===== src/rtl/alu_pkg.sv =====
// Shared ALU definitions: ALUCtrl encodings, FSM states and the default data width.
// Used by alu_mc, alu_mul_seq and the ALU controller.
package alu_pkg;

    localparam int unsigned DataWDefault = 32;

    typedef enum logic [3:0] {
        AluAnd = 4'b0000,
        AluOr  = 4'b0001,
        AluAdd = 4'b0010,
        AluMul = 4'b0011,
        AluSub = 4'b0110,
        AluSlt = 4'b0111
    } alu_ctrl_e;

    typedef enum logic [1:0] {
        StIdle,
        StMul,
        StDone
    } alu_state_e;

    function automatic logic is_mul(logic [3:0] ctrl);
        return ctrl == AluMul;
    endfunction

endpackage


===== src/rtl/alu_mul_seq.sv =====
// Shift-add multiplier datapath: one multiplier bit per step, low DATA_W bits kept.
// MUL_EARLY_TERM_EN: also flag the last step once the shifted multiplier is zero.
module alu_mul_seq
    import alu_pkg::*;
#(
    parameter int unsigned DATA_W = DataWDefault
) (
    input  logic              clk_i,
    input  logic              rst_i,
    input  logic              load_i,
    input  logic              step_i,
    input  logic [DATA_W-1:0] mcand_i,
    input  logic [DATA_W-1:0] mplier_i,
    output logic [DATA_W-1:0] acc_next_o,
    output logic              last_o
);

    localparam int unsigned CntW = (DATA_W > 1) ? $clog2(DATA_W) : 1;

    logic [DATA_W-1:0] acc_q, acc_d;
    logic [DATA_W-1:0] mcand_q, mcand_d;
    logic [DATA_W-1:0] mplier_q, mplier_d;
    logic [CntW-1:0]   cnt_q, cnt_d;
    logic [DATA_W-1:0] acc_add;
    logic [DATA_W-1:0] mplier_shift;

    always_comb begin
        acc_add      = mplier_q[0] ? (acc_q + mcand_q) : acc_q;
        mplier_shift = mplier_q >> 1;
        acc_d        = acc_q;
        mcand_d      = mcand_q;
        mplier_d     = mplier_q;
        cnt_d        = cnt_q;
        if (load_i) begin
            acc_d    = '0;
            mcand_d  = mcand_i;
            mplier_d = mplier_i;
            cnt_d    = '0;
        end else if (step_i) begin
            acc_d    = acc_add;
            mcand_d  = mcand_q << 1;
            mplier_d = mplier_shift;
            cnt_d    = cnt_q + CntW'(1);
        end
    end

    // The owner copies acc_next_o on the step where last_o is high, so the final add counts.
    assign acc_next_o = acc_add;
`ifdef MUL_EARLY_TERM_EN
    assign last_o = (cnt_q == CntW'(DATA_W - 1)) || (mplier_shift == '0);
`else
    assign last_o = (cnt_q == CntW'(DATA_W - 1));
`endif

    always_ff @(posedge clk_i or posedge rst_i) begin
        if (rst_i) begin
            acc_q    <= '0;
            mcand_q  <= '0;
            mplier_q <= '0;
            cnt_q    <= '0;
        end else begin
            acc_q    <= acc_d;
            mcand_q  <= mcand_d;
            mplier_q <= mplier_d;
            cnt_q    <= cnt_d;
        end
    end

endmodule


===== src/rtl/alu_mc.sv =====
// Multi-cycle ALU: single-cycle logic/arith ops plus a sequential shift-add multiply.
// MUL_EARLY_TERM_EN (in alu_mul_seq) shortens multiplies with small multipliers.
module alu_mc
    import alu_pkg::*;
#(
    parameter int unsigned DATA_W = DataWDefault
) (
    input  logic              clk_i,
    input  logic              rst_i,
    input  logic              start_i,
    input  logic [3:0]        ALUCtrl_i,
    input  logic [DATA_W-1:0] src1_i,
    input  logic [DATA_W-1:0] src2_i,
    output logic              ready_o,
    output logic              done_o,
    output logic [DATA_W-1:0] result_o,
    output logic              zero_o
);

    alu_state_e        state_q, state_d;
    logic [DATA_W-1:0] result_q, result_d;
    logic              zero_q, zero_d;
    logic [DATA_W-1:0] single_res;
    logic              mul_load;
    logic              mul_step;
    logic [DATA_W-1:0] mul_acc_next;
    logic              mul_last;

    always_comb begin
        single_res = '0;
        case (ALUCtrl_i)
            AluAnd:  single_res = src1_i & src2_i;
            AluOr:   single_res = src1_i | src2_i;
            AluAdd:  single_res = src1_i + src2_i;
            AluSub:  single_res = src1_i - src2_i;
            AluSlt:  single_res = {{(DATA_W-1){1'b0}}, ($signed(src1_i) < $signed(src2_i))};
            default: single_res = '0;
        endcase
    end

    always_comb begin
        state_d  = state_q;
        result_d = result_q;
        zero_d   = zero_q;
        mul_load = 1'b0;
        mul_step = 1'b0;
        case (state_q)
            StIdle: begin
                if (start_i) begin
                    if (is_mul(ALUCtrl_i)) begin
                        mul_load = 1'b1;
                        state_d  = StMul;
                    end else begin
                        result_d = single_res;
                        zero_d   = (single_res == '0);
                        state_d  = StDone;
                    end
                end
            end
            StMul: begin
                mul_step = 1'b1;
                if (mul_last) begin
                    result_d = mul_acc_next;
                    zero_d   = (mul_acc_next == '0);
                    state_d  = StDone;
                end
            end
            StDone:  state_d = StIdle;
            default: state_d = StIdle;
        endcase
    end

    always_ff @(posedge clk_i or posedge rst_i) begin
        if (rst_i) begin
            state_q  <= StIdle;
            result_q <= '0;
            zero_q   <= 1'b1;
        end else begin
            state_q  <= state_d;
            result_q <= result_d;
            zero_q   <= zero_d;
        end
    end

    alu_mul_seq #(
        .DATA_W(DATA_W)
    ) u_mul_seq (
        .clk_i      (clk_i),
        .rst_i      (rst_i),
        .load_i     (mul_load),
        .step_i     (mul_step),
        .mcand_i    (src1_i),
        .mplier_i   (src2_i),
        .acc_next_o (mul_acc_next),
        .last_o     (mul_last)
    );

    assign ready_o  = (state_q == StIdle);
    assign done_o   = (state_q == StDone);
    assign result_o = result_q;
    assign zero_o   = zero_q;

endmodule

===== config.mk =====
export PLATFORM = sky130hd
export DESIGN_NAME = alu_mc
export DESIGN_NICKNAME = d
export VERILOG_FILES = /design/src/rtl/alu_pkg.sv /design/src/rtl/alu_mul_seq.sv /design/src/rtl/alu_mc.sv
export SDC_FILE = /design/constraint.sdc
export NUM_CORES = 1
export LEC_CHECK = 0
export ABC_AREA = 0
export ABC_CLOCK_PERIOD_IN_PS = 3400
export BUFFER_PORTS_ARGS = -buffer_cell sky130_fd_sc_hd__buf_2
export CORE_MARGIN = 5
export CORE_UTILIZATION = 51
export DETAILED_ROUTE_END_ITERATION = 7
export PLACE_DENSITY_LB_ADDON = 0.1
export SLEW_MARGIN = 20
export SYNTH_ARGS = -nofsm -noshare
export SYNTH_HDL_FRONTEND = slang
export SYNTH_HIERARCHICAL = 1
export SYNTH_SLANG_ARGS = --single-unit
export TNS_END_PERCENT = 50

===== constraint.sdc =====
create_clock -name clk_i -period 3.4 [get_ports clk_i]
set_input_delay 0.68 -clock clk_i [delete_from_list [all_inputs] [get_ports clk_i]]
set_output_delay 0.68 -clock clk_i [all_outputs]
set_load 0.01 [all_outputs]

After elaboration in Yosys (flattened, before gate mapping)

Cells that the tools add are included.

$add $sub $neg: 4
$lt $le $gt $ge: 1
Equality and inequality tests: 11
Multiplexer cells: 26
Bitwise operators: 2
Reductions and logical operators: 8

Operators by type and width:

| cell                                                                  | count |
|---|---|
| 32-bit two-way mux                                                    | 10 |
| 32-bit one-hot mux with 5 select lines                                | 1 |
| 32-bit adder                                                          | 2 |
| 32-bit logical NOT                                                    | 2 |
| 32-bit one-hot mux with 2 select lines                                | 1 |
| 32-bit AND                                                            | 1 |
| 32-bit < comparator                                                   | 1 |
| 32-bit bitwise OR                                                     | 1 |
| 32-bit subtractor                                                     | 1 |
| 5-bit two-way mux                                                     | 2 |
| 4-bit by 2-bit equality test with 1-bit output, second input constant | 2 |
| 4-bit by 3-bit equality test with 1-bit output, second input constant | 2 |
| 1-bit two-way mux                                                     | 7 |
| 2-bit two-way mux                                                     | 3 |
| 2-bit != test, second input constant                                  | 3 |
| 5-bit by 1-bit adder with 5-bit output, second input constant         | 1 |
| 5-bit equality test, second input constant                            | 1 |
| 4-bit by 1-bit equality test with 1-bit output, second input constant | 1 |
| 4-bit logical NOT                                                     | 1 |
| 2-bit one-hot mux with 2 select lines                                 | 1 |
| 4-bit AND reduction                                                   | 1 |
| 2-bit nonzero test                                                    | 2 |
| 2-bit by 1-bit equality test with 1-bit output, second input constant | 1 |
| 2-bit equality test, second input constant                            | 1 |
| 3 further kinds                                                       | 3 |

Register bits after elaboration: 136
Input port bits: 71
Output and inout bits: 35
Logic and storage cells: 59

Longest topological paths before layout

Gate-level depths: netlist of the first run.

Word-level depth: 6
Depth in mapped cells: 15
Gate-level depth less buffers: 15

Modules after synthesis

Netlist of the first run, hierarchy kept.

Modules (own cells, without submodules):

| module      | instances | cells each | area each (µm²) | sequential area each (µm²) |
|---|---|---|---|---|
| alu_mc      | 1         | 977        | 6,984.2         | 877.1 |
| alu_mul_seq | 1         | 744        | 6,715.2         | 2,527.4 |

Worst setup path before layout of the first run

Ideal clock, no wire load.

Kind: input-to-reg
Start point: input port src1_i[0]
End point: register zero_q (netlist: zero_o)
Setup time: 72 ps
Data arrival time: 3,740 ps
Required time: 3,328 ps
Slack: -412 ps
Cell stages on the path: 14
Buffers on the path: 0
Path through: inv_1 > ha_1 > fa_1 > nor2_1 > o311ai_1 > a211o_1 > a2111oi_4 > a31oi_2 > nor4_2 > o31ai_1 > or4_1 > nor3_1 > nand4_1 > o21ai_1

Word-level cells in the longest chain between the ends: 6
Elaborated cells on any way between the ends: 10
Classes of those cells: add/sub (2); order compare (1); mux (4); bitwise (2); reduce/logical (1)

RTL lines:

| element                                         | RTL line     | text |
|---|---|---|
| start: declaration                              | alu_mc.sv:12 | `input logic [DATA_W-1:0] src1_i,` |
| 32-bit subtractor, or another cell as far along | alu_mc.sv:35 | `AluSub: single_res = src1_i - src2_i;` |
| 32-bit one-hot mux with 5 select lines (*)      | alu_mc.sv:31 | `case (ALUCtrl_i)` |
| 32-bit logical NOT (*)                          | alu_mc.sv:55 | `zero_d = (single_res == '0);` |
| 1-bit two-way mux (*)                           | alu_mc.sv:50 | `if (is_mul(ALUCtrl_i)) begin` |
| 1-bit two-way mux (*)                           | alu_mc.sv:49 | `if (start_i) begin` |
| 1-bit one-hot mux with 2 select lines (*)       | alu_mc.sv:47 | `case (state_q)` |
| end signal: assignment                          | alu_mc.sv:81 | `zero_q <= zero_d;` |
| end: declaration                                | alu_mc.sv:22 | `logic zero_q, zero_d;` |

Every way passes the cells marked *; elsewhere a longest branch is shown, timed or not. The select of a mux whose other input is x is not followed.
A chain may end at the register's enable or synchronous reset.

Worst setup path in the final report of the first run

Start point: register u_mul_seq.mcand_q[20]
End point: register zero_q (netlist: zero_o)

Word-level cells in the longest chain between the ends: 5

RTL lines:

| element                               | RTL line          | text |
|---|---|---|
| start: declaration                    | alu_mul_seq.sv:21 | `logic [DATA_W-1:0] mcand_q, mcand_d;` |
| start signal: assignment              | alu_mul_seq.sv:63 | `mcand_q <= mcand_d;` |
| 32-bit adder                          | alu_mul_seq.sv:28 | `acc_add = mplier_q[0] ? (acc_q + mcand_q) : acc_q;` |
| 32-bit two-way mux                    | alu_mul_seq.sv:28 |  |
| net mul_acc_next[28]                  | alu_mc.sv:26      | `logic [DATA_W-1:0] mul_acc_next;` |
| 32-bit logical NOT                    | alu_mc.sv:64      | `zero_d = (mul_acc_next == '0);` |
| 1-bit two-way mux                     | alu_mc.sv:62      | `if (mul_last) begin` |
| 1-bit one-hot mux with 2 select lines | alu_mc.sv:47      |  |

The timed path passes the listed nets, and every way through them passes these cells. The select of a mux whose other input is x is not followed.

==> reports/results.txt, run 1 <==
Synthesis-to-layout area growth -> 36.14%
TritonCTS Buffers -> 17
Post-Syn Instances -> 1721
First-pass GRT wire length -> 79.12 mm
Status -> finished, violations left
Number of antenna violations at the first check in global routing -> 0
Largest net degree at the start of global routing -> 102
Worst Tran Pin Value -> 687.8 ps
Power per cell area -> 760.0 mW/mm^2
Mean Syn Cell Area -> 7.960 sq um
Drt via density -> 5.807
Synth top cells by count -> nand2_1, o21ai_0, dfrtp_1
Final Hold Viols -> 0
Synth area leaders -> dfrtp_1, ha_1, mux2i_1
First drt pass iteration count -> 6
Syn nets -> 1927
Layout cells sized above 1 -> 32.21%
Worst-path fanout max -> 5
Final setup vio count -> 1
Post-synth EDFFs -> 0
I/O pin total -> 106
Wirelength per Cell -> 20.13 microns
Synth Register Bits -> 136
Number of global-route vias before repair -> 14330
Fin. max-slew vios -> 0
Clock-pin slew on the worst setup and hold paths -> 70 ps
Worst Setup Start Kind -> flop
Final nets -> 2385
Post-synth cell types -> 92
Logic pwr share -> 65.2%
Port Buffers -> 105
Worst Clk Skew -> 14.19 ps
N_diodes -> 0
Minimum hold slack -> 370.3 ps
Core area -> 0.02673 sq mm
Max Cap Viol -> 0
Chip height -> 173.9 microns
CTS tree -> built
GRT overflow -> 0
Clk network pwr share -> 14.6%
Tot Pwr -> 14.17 mW
DR iter-0 viols -> 1321
VDD IR max -> 0.4044 mV
P_sw -> 6.145 mW
Asr flop ratio synth -> 100.0%
Slew margin rel. -> 54.15%
Sequential power share -> 20.3%
Fmax -> 0.2817 GHz
Synth Flop Type -> dfrtp_1
H-tree depth -> 4
Worst Path Required -> 3770 ps
Final cycle utilization of the critical path -> 104.4%
Clk Latency, worst-skew pair -> 450 ps
CTS sink cnt -> 136
Fin crit period -> 3550 ps
Drt drc -> 0
Synth Warn # -> 6
Routed WL -> 50.99 mm
Sw frac -> 43.35%
Crit end category -> flop
Mapped Area -> 0.01370 sq mm
Starting Density -> 51.26%
Failing checks -> negative setup slack
Largest area contributor in the netlist -> dfrtp_1
Register area share after synthesis -> 24.85%
Placer Congestion -> 0.9874
Critical path class -> flop to flop
Clk Tree Root Cell -> clkbuf_16
Arrival time worst endpoint -> 3920 ps
Internal power -> 8.029 mW
Gr usage total -> 32.71%
Static Leakage -> 8.846 nW
Die width -> 173.9 microns
HP Class -> input pin to asynchronous set/reset pin
Hpwl dp -> 40.13 mm
Final ANT Viol Nets -> 0
Max Root-Sink Buffers -> 2
Vias after detailed routing -> 14710
Die Area -> 0.03024 sq mm
Most numerous cell in the Yosys netlist -> nand2_1
RSZ-0062 raised after global routing -> yes
Number of cell rows -> 60
Worst setup margin -> -149.8 ps
Post-synth top area share -> 24.66%
## repair_timing
action,in CTS,in global routing
gates resized for setup,41,49
pin swaps,23,20
setup buffers,4,4
hold buffers,0,0
setup endpoints to repair,9,16
## placed cells by master, fill, tap and decap left out, types with 7 or more instances in the layout
master       n
a31oi_1     15
mux2i_1    118
clkbuf_16   17
nor2b_1     23
o31ai_1     13
mux2_2      23
buf_4      433
inv_1      127
ha_4         8
and2_1       7
ha_1       119
a211oi_1    18
buf_2      103
a21oi_2     12
or4_1       11
nand2b_1    15
o211ai_1    15
a21o_1      20
dfrtp_1    135
o22ai_1     10
o21bai_1    14
nor4_1      10
xnor2_1     36
nor4_2       9
xor2_1       8
o221ai_1     7
o21a_1      16
or2_2       10
nor2_1     111
nand3_1     41
nand2_1    183
a21oi_1    101
nand4_1     17
nor3_1      32
or3_1       12
and3_1      13
o21ai_0    145
## sequential cells by signal (all words and copies together), names as in the netlist
name	count
u_mul_seq/cnt_q	5
result_o	32
u_mul_seq/mplier_q	32
zero_o	1
state_q	2
u_mul_seq/mcand_q	32
u_mul_seq/acc_q	32
## worst max-delay path: stages, from the launching register on
cell	delay (ps)
dfrtp_1	410
ha_1	350
a21o_1	220
a31oi_1	170
o21ai_1	150
a221oi_4	370
a21oi_4	130
a211oi_2	290
xnor2_2	120
mux2_4	290
nor4_2	220
buf_4	160
nand4_1	120
nor4_2	320
a21oi_1	70
o21ai_1	100
## area by class of cell
| type | instances | area, sq um |
|---|---|---|
| clock buffer | 17 | 425.4 |
| inverter | 135 | 524.3 |
| timing repair buffer | 542 | 3869 |
| tap | 341 | 426.7 |
| clock inverter | 15 | 211.5 |
| multi-input combinational | 1347 | 9789 |
| fill | 2283 | 8075 |
| sequential | 136 | 3405 |
## layer usage
layer  routed length (microns)  vias up  track usage, %
met3                      3196       80           5.133
met1                     23120     7043           46.04
met5                         0        -               0
li1                          -     7098               -
met4                      1184        0           8.215
met2                     23490      487           52.89
## through the flow
step	instances	setup TNS, ps	area [sq um]	worst slack (ps)	utilization (%)
floorplan	1721	-224.6	13740	-156.2	-
global placement	2493	-7539	17490	-582.0	65.46
detailed placement	2493	-8647	17490	-793.1	65.46
CTS	2529	-88.01	18380	-88.01	68.75
global route	2533	-504.9	18650	-341.5	69.78
finish	2533	-149.8	18650	-149.8	69.78
## cell families after synthesis
family	count (synthesis)	share of synthesized area, %
AND/OR/NAND/NOR	523	18.26
multiplexers	143	10.67
XOR/XNOR	46	2.941
buffers and inverters	238	7.106
adder cells (fa/ha/maj)	135	12.49
flip-flops	136	24.85
AO/OA/AOI/OAI	500	23.68
## power by group through the flow
stage | Sequential, mW | Clock [mW] | Combinational (mW)
after floorplan | 2.72 | 0 | 4.98
after global placement | 2.82 | 0 | 8.33
after detailed placement | 2.84 | 0 | 8.48
after CTS | 2.84 | 2.09 | 8.80
after global routing | 2.95 | 2.18 | 9.98
final | 2.87 | 2.07 | 9.24
## path summary, 6_finish.rpt
check                      slack, ps                   to  cells past startpoint                  start
hold / removal                   370         result_o[25]                      3                  rst_i
setup reg to reg                -150               zero_o                     15  u_mul_seq/mcand_q[20]
min in group clk_i               470         result_o[17]                      2           result_o[17]
hold reg to reg                  470         result_o[17]                      2           result_o[17]
max in group asynchronous       2540  u_mul_seq/acc_q[17]                      3                  rst_i
setup / recovery                -150               zero_o                     15  u_mul_seq/mcand_q[20]
No activity file was read; power rests on OpenSTA's default activity.
==> run 2: changes to the inputs <==
--- a/config.mk
+++ b/config.mk
@@ -17,4 +17,3 @@
 export SYNTH_HDL_FRONTEND = slang
 export SYNTH_HIERARCHICAL = 1
 export SYNTH_SLANG_ARGS = --single-unit
-export TNS_END_PERCENT = 50
==> run 2 against run 1 <==
  * The run still ends with negative setup slack left
  * Power shrank 1.1%
  * First-iteration DRC count up 34%
  * Clock skew increased by 1.6 ps
  * Critical path depth grew 1
  * Critical path type is now input pin to flop
  * Clock power shrank 9%
  * Final cell count increased by 0.59%
  * Non-clock buffer count rose by 13
  * Die area did not move
==> reports/results.txt, run 2 (synthesized netlist as in run 1, its figures left out) <==
Status -> finished, violations left
Failing checks -> negative setup slack
Synthesis-to-layout area growth -> 37.02%
Post-route cell area -> 0.01877 sq mm
Number of antenna violations at the first check in global routing -> 0
Worst slack, placed -> -679.7 ps
FF/Latch Area -> 0.003405 sq mm
Static Leakage -> 8.879 nW
Die Area -> 0.03024 sq mm
Power per cell area -> 746.8 mW/mm^2
Worst Path Buf+Inv -> 3
H-tree depth -> 4
Arrival time worst endpoint -> 3870 ps
HP Class -> input pin to asynchronous set/reset pin
Number of cell rows -> 60
Gr usage total -> 32.78%
DR iter-0 viols -> 1772
Final nets -> 2398
Slew margin rel. -> 50.01%
Critical path class -> input pin to flop
CTS tree -> built
Port Buffers -> 105
Most common cell after layout, fill and taps aside -> buf_4
Critical Path Most Common Cell -> o21ai_1
Hpwl dp -> 40.30 mm
Clock-pin slew on the worst setup and hold paths -> 70 ps
CP delay by family, top -> compound AO/OA/AOI/OAI gates
RSZ-0062 raised after global routing -> yes
Placer Congestion -> 0.9773
Clk Latency, worst-skew pair -> 440 ps
Die width -> 173.9 microns
Placed instance area -> 0.01762 sq mm
Starting Density -> 51.26%
Fmax -> 0.2853 GHz
Fin. max-slew vios -> 0
Max incr delay on CP -> 460 ps
Clk Tree Root Cell -> clkbuf_16
TritonCTS Buffers -> 17
Worst-path fanout max -> 4
CP cell instances -> buf_12 -> inv_12 -> ha_4 -> fa_2 -> nor2_4 -> o311ai_4 -> a211o_4 -> a2111oi_4 -> a31oi_4 -> buf_4 -> o21ai_0 -> nor4bb_4 -> o21ai_1 -> nor4_2 -> nand4_1 -> o21ai_1
Core area -> 0.02673 sq mm
Final cycle utilization of the critical path -> 103.1%
CTS sink cnt -> 136
Final ANT Viol Nets -> 0
Most frequent cells in the layout -> buf_4, nand2_1, o21ai_0
Final Hold Viols -> 0
Worst setup margin -> -104.6 ps
Final setup vio count -> 2
VDD IR max -> 0.3794 mV
Worst Clk Skew -> 15.82 ps
Fin crit period -> 3505 ps
Fill cells -> 2237
Vias after detailed routing -> 14980
Drt drc -> 0
Wirelength per Cell -> 20.23 microns
Worst Path Required -> 3770 ps
I/O pin total -> 106
Worst Setup Start Kind -> input pin
Max Cap Viol -> 0
First-pass GRT wire length -> 79.59 mm
Number of global-route vias before repair -> 14470
Max Root-Sink Buffers -> 2
Routed WL -> 51.54 mm
Largest net degree at the start of global routing -> 85
Layout cells sized above 1 -> 33.20%
Area of the multi-input gates -> 0.009859 sq mm
GRT overflow -> 0
Drt via density -> 5.878
Worst Tran Pin Value -> 749.8 ps
First drt pass iteration count -> 6
Crit end category -> flop
CP max stage cell -> a2111oi_4
Chip height -> 173.9 microns
[run 2: power breakdown]
| group | internal [mW] | switching (mW) |
|---|---|---|
| registers | 2.30 | 0.547 |
| clock network | 0.986 | 0.897 |
| logic | 4.50 | 4.78 |
| total | 7.79 | 6.23 |
[run 2: final cells by class]
cell class / instances / share of cell area, %
clock buffer: 18 / 2.340
inverter: 135 / 2.793
sequential: 136 / 18.14
tap: 341 / 2.273
antenna: 2 / 0.02666
multi-input combinational: 1347 / 52.53
clock inverter: 14 / 0.7066
timing repair buffer: 555 / 21.20
[run 2: through the flow]
step	total power, mW	std cells	setup TNS [ps]	hold WS (ps)	utilization, %
3_3_place_gp	11.09	2508	-7798	455.7	65.93
5_1_grt	14.91	2546	-707.8	256.6	70.22
3_5_place_dp	11.30	2508	-9489	465.6	65.93
6_report	14.02	2548	-187.0	240.3	70.23
4_1_cts	13.37	2542	-113.6	239.2	68.68
2_1_floorplan	7.705	1721	-195.9	493.2	-
[run 2: what timing repair did]
item,4_1_cts,5_1_grt
gates resized for setup,32,73
setup endpoints to repair,10,16
hold buffers,0,0
gates cloned,0,0
setup buffers,2,4
pin swaps,16,17
[run 2: routing by layer]
layer	vias up	share of wire (%)	track usage (%)
met5	-	0	0
met4	0	2.6	8.941
met3	106	7.0	5.872
met2	631	46	52.45
met1	7118	45	45.84
li1	7123	-	-
[run 2: final timing paths]
| check | slack, ps | end | start | cells past startpoint |
|---|---|---|---|---|
| max | -100 | zero_o | src1_i[0] | 16 |
| max in group asynchronous | 2370 | u_mul_seq/acc_q[3] | rst_i | 3 |
| max reg2reg | -70 | zero_o | u_mul_seq/acc_q[10] | 14 |
| min in group clk_i | 480 | result_o[17] | result_o[17] | 2 |
| min | 240 | u_mul_seq/mplier_q[31] | rst_i | 2 |
| min reg2reg | 480 | result_o[17] | result_o[17] | 2 |
